[src/rtl/uart_cmd_parser_pkg.sv]
// uart_cmd_pkg: opcodes, error codes and parser states shared by the command parser
package uart_cmd_pkg;
  localparam logic [7:0] OP_WR = 8'hA5;
  localparam logic [7:0] OP_RD = 8'h5A;
  localparam logic [1:0] ERR_PARITY = 2'd0;
  localparam logic [1:0] ERR_OPCODE = 2'd1;
  localparam logic [1:0] ERR_TIMEOUT = 2'd2;
  localparam logic [1:0] ERR_OVERRUN = 2'd3;
  typedef enum logic [1:0] {IDLE, ADDR, DATA, OUT} state_t;
endpackage

[src/rtl/uart_cmd_parser_byte_timer.sv]
// uart_byte_timer: inter-byte timeout counter that expires after TIMEOUT_CLKS-1 idle clocks
module uart_byte_timer #(
  parameter int TIMEOUT_CLKS = 200_000
) (
  input  logic clk,
  input  logic rst_n,
  input  logic run,
  input  logic clear,
  output logic expired
);
  localparam int CW = $clog2(TIMEOUT_CLKS);
  logic [CW-1:0] cnt;
  always_ff @(posedge clk or negedge rst_n)
    if (!rst_n) cnt <= '0;
    else cnt <= clear ? '0 : run ? cnt + 1'b1 : cnt;
  assign expired = run && cnt == CW'(TIMEOUT_CLKS - 1);
endmodule

[src/rtl/uart_cmd_parser.sv]
// uart_cmd_parser: parity-checked UART byte stream to SDRAM read/write command decoder
module uart_cmd_parser
  import uart_cmd_pkg::*;
#(
  parameter bit PARITY_ODD   = 1'b0,
  parameter int TIMEOUT_CLKS = 200_000,
  parameter int ADDR_W       = 24,
  parameter int DATA_W       = 16
) (
  input  logic              clk,
  input  logic              rst_n,
  input  logic [7:0]        in_data,
  input  logic              in_parity,
  input  logic              in_en,
  output logic              cmd_valid,
  input  logic              cmd_ready,
  output logic              cmd_wr,
  output logic [ADDR_W-1:0] cmd_addr,
  output logic [DATA_W-1:0] cmd_wdata,
  output logic              err_en,
  output logic [1:0]        err_code
);
  localparam int AB = ADDR_W / 8;
  localparam int DB = DATA_W / 8;
  localparam int BW = $clog2((AB > DB ? AB : DB) + 1);
  state_t state, state_d, eff;
  logic [ADDR_W-1:0] addr, addr_d;
  logic [DATA_W-1:0] data, data_d;
  logic [BW-1:0] cnt, cnt_d;
  logic wr, wr_d, err_en_d, hs, par_ok, run, expired, last, abort;
  logic [1:0] err_code_d;
  assign hs = state == OUT && cmd_ready;
  assign par_ok = ((^in_data) ^ in_parity) == PARITY_ODD;
  assign run = state == ADDR || state == DATA;
  assign cmd_valid = state == OUT;
  assign cmd_wr = wr;
  assign cmd_addr = addr;
  assign cmd_wdata = data;
  uart_byte_timer #(.TIMEOUT_CLKS(TIMEOUT_CLKS)) u_timer (
    .clk(clk),
    .rst_n(rst_n),
    .run(run),
    .clear(in_en || !run || expired),
    .expired(expired)
  );
  always_comb begin
    eff = hs ? IDLE : state;
    state_d = eff;
    addr_d = hs ? '0 : addr;
    data_d = hs ? '0 : data;
    wr_d = hs ? 1'b0 : wr;
    cnt_d = cnt;
    err_en_d = 1'b0;
    err_code_d = err_code;
    abort = 1'b0;
    last = cnt == (eff == ADDR ? BW'(AB - 1) : BW'(DB - 1));
    if (in_en && eff == OUT) begin
      err_en_d = 1'b1;
      err_code_d = ERR_OVERRUN;
    end else if (in_en && !par_ok) begin
      abort = 1'b1;
      err_en_d = 1'b1;
      err_code_d = ERR_PARITY;
    end else if (in_en && eff == IDLE) begin
      if (in_data == OP_WR || in_data == OP_RD) begin
        state_d = ADDR;
        wr_d = in_data == OP_WR;
      end else begin
        err_en_d = 1'b1;
        err_code_d = ERR_OPCODE;
      end
    end else if (in_en && eff == ADDR) begin
      addr_d = ADDR_W'({addr, in_data});
      cnt_d = last ? '0 : cnt + 1'b1;
      state_d = !last ? ADDR : wr ? DATA : OUT;
    end else if (in_en) begin
      data_d = DATA_W'({data, in_data});
      cnt_d = last ? '0 : cnt + 1'b1;
      state_d = last ? OUT : DATA;
    end else if (expired) begin
      abort = 1'b1;
      err_en_d = 1'b1;
      err_code_d = ERR_TIMEOUT;
    end
    if (abort) begin
      state_d = IDLE;
      addr_d = '0;
      data_d = '0;
      wr_d = 1'b0;
      cnt_d = '0;
    end
  end
  always_ff @(posedge clk or negedge rst_n)
    if (!rst_n) begin
      state <= IDLE;
      addr <= '0;
      data <= '0;
      wr <= 1'b0;
      cnt <= '0;
      err_en <= 1'b0;
      err_code <= '0;
    end else begin
      state <= state_d;
      addr <= addr_d;
      data <= data_d;
      wr <= wr_d;
      cnt <= cnt_d;
      err_en <= err_en_d;
      err_code <= err_code_d;
    end
endmodule
[config.mk]
export PLATFORM = sky130hd
export DESIGN_NAME = uart_cmd_parser
export DESIGN_NICKNAME = d
export VERILOG_FILES = /design/src/rtl/uart_cmd_parser_pkg.sv /design/src/rtl/uart_cmd_parser_byte_timer.sv /design/src/rtl/uart_cmd_parser.sv
export SDC_FILE = /design/constraint.sdc
export NUM_CORES = 1
export LEC_CHECK = 0
export ABC_AREA = 1
export CAP_MARGIN = 15
export CORE_ASPECT_RATIO = 1.2
export CORE_UTILIZATION = 30
export CTS_CLUSTER_DIAMETER = 50
export CTS_CLUSTER_SIZE = 25
export DETAILED_ROUTE_END_ITERATION = 10
export DONT_BUFFER_PORTS = 1
export GPL_ROUTABILITY_DRIVEN = 0
export PLACE_DENSITY = 0.53
export SYNTH_ARGS = -nofsm -noshare
export SYNTH_HDL_FRONTEND = slang
export SYNTH_SLANG_ARGS = --single-unit
[constraint.sdc]
create_clock -name clk -period 2.3 [get_ports clk]
set_input_delay 0.345 -clock clk [delete_from_list [all_inputs] [get_ports clk]]
set_output_delay 0.345 -clock clk [all_outputs]
set_load 0.01 [all_outputs]
==> metrics.txt <==
status finished, final reports clean; worst endpoint data arrival time 2190 ps; setup violators final 0; Syn Inst Count approximately 510; Setup crit start kind flop; crit-path max FO 21; R2R setup slack roughly 330 ps; CTS buffer count 9; Fmax 0.508 GHz; Synthesis Warnings 0; Post-DP HPWL ~5900 um; largest net degree at the start of global routing between 60 and 70; initial antenna violation count 0; period utilization 0.856; FFs w/ async S/R, synth 1.00; Metal-1 WL ~3600 um; Simple-Gate Fraction of Synth Area 0.390; Worst Max-Slew Pin Slew approximately 420 ps; Worst slew margin 0.717; Synth Flop Type dfrtp_1; drt first pass iters 4; Max Clock Skew around 4.9 ps; clk_lat worst skew roughly 330 ps; commonest non-fill, non-tap cells in the layout nand2_1 (154), nor2_1 (102), dfrtp_1 (66); Leakage ~2.3 nW; Initial Util 0.309; Fin Hold WS between 150 and 200 ps; R2R Path Start state[1]$_DFF_PN0_; RSZ-0062 raised after global routing no; post-synthesis xor/xnor area fraction 0.0185; mux cell area share after synthesis 0; Synth Register Bits 66; pwr/cell area roughly 1100 mW/mm^2; top cells by area, synth dfrtp_1 (44%), nand2_1 (15%), nor2_1 (10%), inv_1 (5.0%), ha_1 (3.6%); Adder-Cell Fraction of Synth Area 0.0364; minimum clock period just under 2000 ps; sequential area share after synthesis 0.437; Hold Fails Final Rpt 0; top cell type by total area after synthesis dfrtp_1; antenna-violating nets left 0; setup repair bufs after CTS 0; reg2reg end cmd_wdata[10]$_DFF_PN0_; Hold Path Class in2reg; Post-synth EDFFs 0; Area growth, synth to finish 13.9%; hold_sp in_data[5]; largest family of logic cells by synthesized area simple AND/OR/NAND/NOR gates; final wirelength ~8600 um; post-CTS sizing 0; WS Path Type reg2reg; maximum VDD drop between 0.3 and 0.4 mV; CTS tree built; CP required roughly 2500 ps; clk buf depth 2; fin cells about 680; core area 0.0122 mm^2; ant diodes 0; placed insts approximately 660; GRT overflow 0; Die ar. 0.0131 mm^2; NumNets Final around 530; Clock Pin Slew Worst Setup and Hold Paths about 60 ps; row cnt 44; Synth Area per Inst 7.49 um^2; fraction of layout cells with a size suffix above 1 0.140; uppermost routed layer met4; setup tns final 0 ps; Critical Path End Type flop; Global Route Usage Sum 0.141; Compound-Gate Fraction of Synth Area 0.0294; met3 WL ~640 um; most common cell after layout, fill and taps aside nand2_1; Hold Path End cmd_addr[5]$_DFF_PN0_; vias per cell around 4.4; Via Count around 3000; drt drc 0; vias in the first global route approximately 3000; port bufs 0; clock sink count 66; final core occ 0.352; Worst R2R Path Depth 11; first-pass GRT wire length about 15000 um; routed wl met2 4200 um; boundary pin count 58; Mapped Area 0.00378 mm^2; Max Slew Vio Count 0; DR WL/cell 12.7 um; Chip Width approximately 100 um; Initial DRC Count about 190; maxcap violations 0; Yosys cell types 31; clk root buf clkbuf_16; die extent in y ~130 um; Mapped Nets between 500 and 600; hold depth 2; CTS H-tree depth 3; share of the synthesized area in the top cell type 0.437
==> synth_stat cells (2+ instances only) <==
library cell  instances
nand2_1             154
nor2_1              102
dfrtp_1              66
inv_1                50
nand2_2              14
nor2_2               14
nor3_1               13
ha_1                 11
nand2_4              10
o21ai_1               8
nand3_1               7
nand4_1               7
xor2_1                7
o21ai_0               6
buf_2                 5
buf_6                 5
clkbuf_1              4
nand3_2               4
buf_4                 3
inv_2                 3
a21oi_1               2
==> power by group <==
| part | switching (W) | total, W | internal [W] |
|---|---|---|---|
| sequential | 0.000484 | 0.00200 | 0.00151 |
| clock | 0.000515 | 0.00149 | 0.000975 |
| combinational | 0.000783 | 0.00130 | 0.000513 |
==> per-stage QoR <==
stage	power (W)	setup WS, ps	area (um^2)
after floorplan	0.00300	532	3780
after global placement	0.00327	370	3950
after detailed placement	0.00331	301	3950
after CTS	0.00485	327	4310
after global routing	0.00516	140	4310
final	0.00478	332	4310
==> final cells by class <==
cell class                 count  area, um^2
tap                          161         201
fill                        1291        7910
multi-input combinational    368        1790
clock inverter                 5        77.6
clock buffer                  11         243
sequential                    66        1650
timing repair buffer          11         143
inverter                      53         199
==> per-layer routing <==
layer | global-route usage | vias up
li1 | - | 1544
met1 | 0.158 | 1369
met2 | 0.242 | 57
met3 | 0.0495 | 10
met4 | 0.0605 | 0
met5 | 0 | -
==> registers in the layout (all words and copies together) (netlist names) <==
signal / flops
u_timer.cnt: 18
cmd_addr: 24
state: 2
cnt: 2
err_code: 2
cmd_wdata: 16
cmd_wr: 1
err_en: 1
==> what timing repair did <==
| action | CTS | global route |
|---|---|---|
| hold buffers | 2 | 0 |
| endpoints found under the setup margin | 0 | 0 |
| hold endpoints to repair | 66 | 0 |
==> kinds of logic after synthesis <==
| group | after synthesis |
|---|---|
| and+or+nand+nor | 329 |
| buffers and inverters | 71 |
| DFF | 66 |
| AOI/OAI and AO/OA | 20 |
| adders and majority gates | 11 |
| xor gates and xnor gates | 8 |
==> how the worst max path moves through the flow <==
stage	endpoint	start	slack, ps
2_1_floorplan	cmd_addr[10]$_DFF_PN0_	state[0]$_DFF_PN0_	530
3_3_place_gp	cmd_wdata[2]$_DFF_PN0_	in_data[4]	370
3_5_place_dp	cmd_addr[21]$_DFF_PN0_	in_data[4]	300
4_1_cts	cmd_wdata[10]$_DFF_PN0_	state[1]$_DFF_PN0_	330
5_1_grt	cmd_addr[21]$_DFF_PN0_	state[0]$_DFF_PN0_	140
6_report	cmd_wdata[10]$_DFF_PN0_	state[1]$_DFF_PN0_	330
==> critical path: stages, from the launching register on <==
cell and delay, ps:
dfrtp_1 400, inv_1 80, ha_1 290, nor2_1 100, nand4_1 70, nor2_1 150, nand3_2 130, nand2_1 100
nand2_2 170, buf_12 230, nand2_1 80, nor2_1 40
Power figures use the tool's default switching activity.
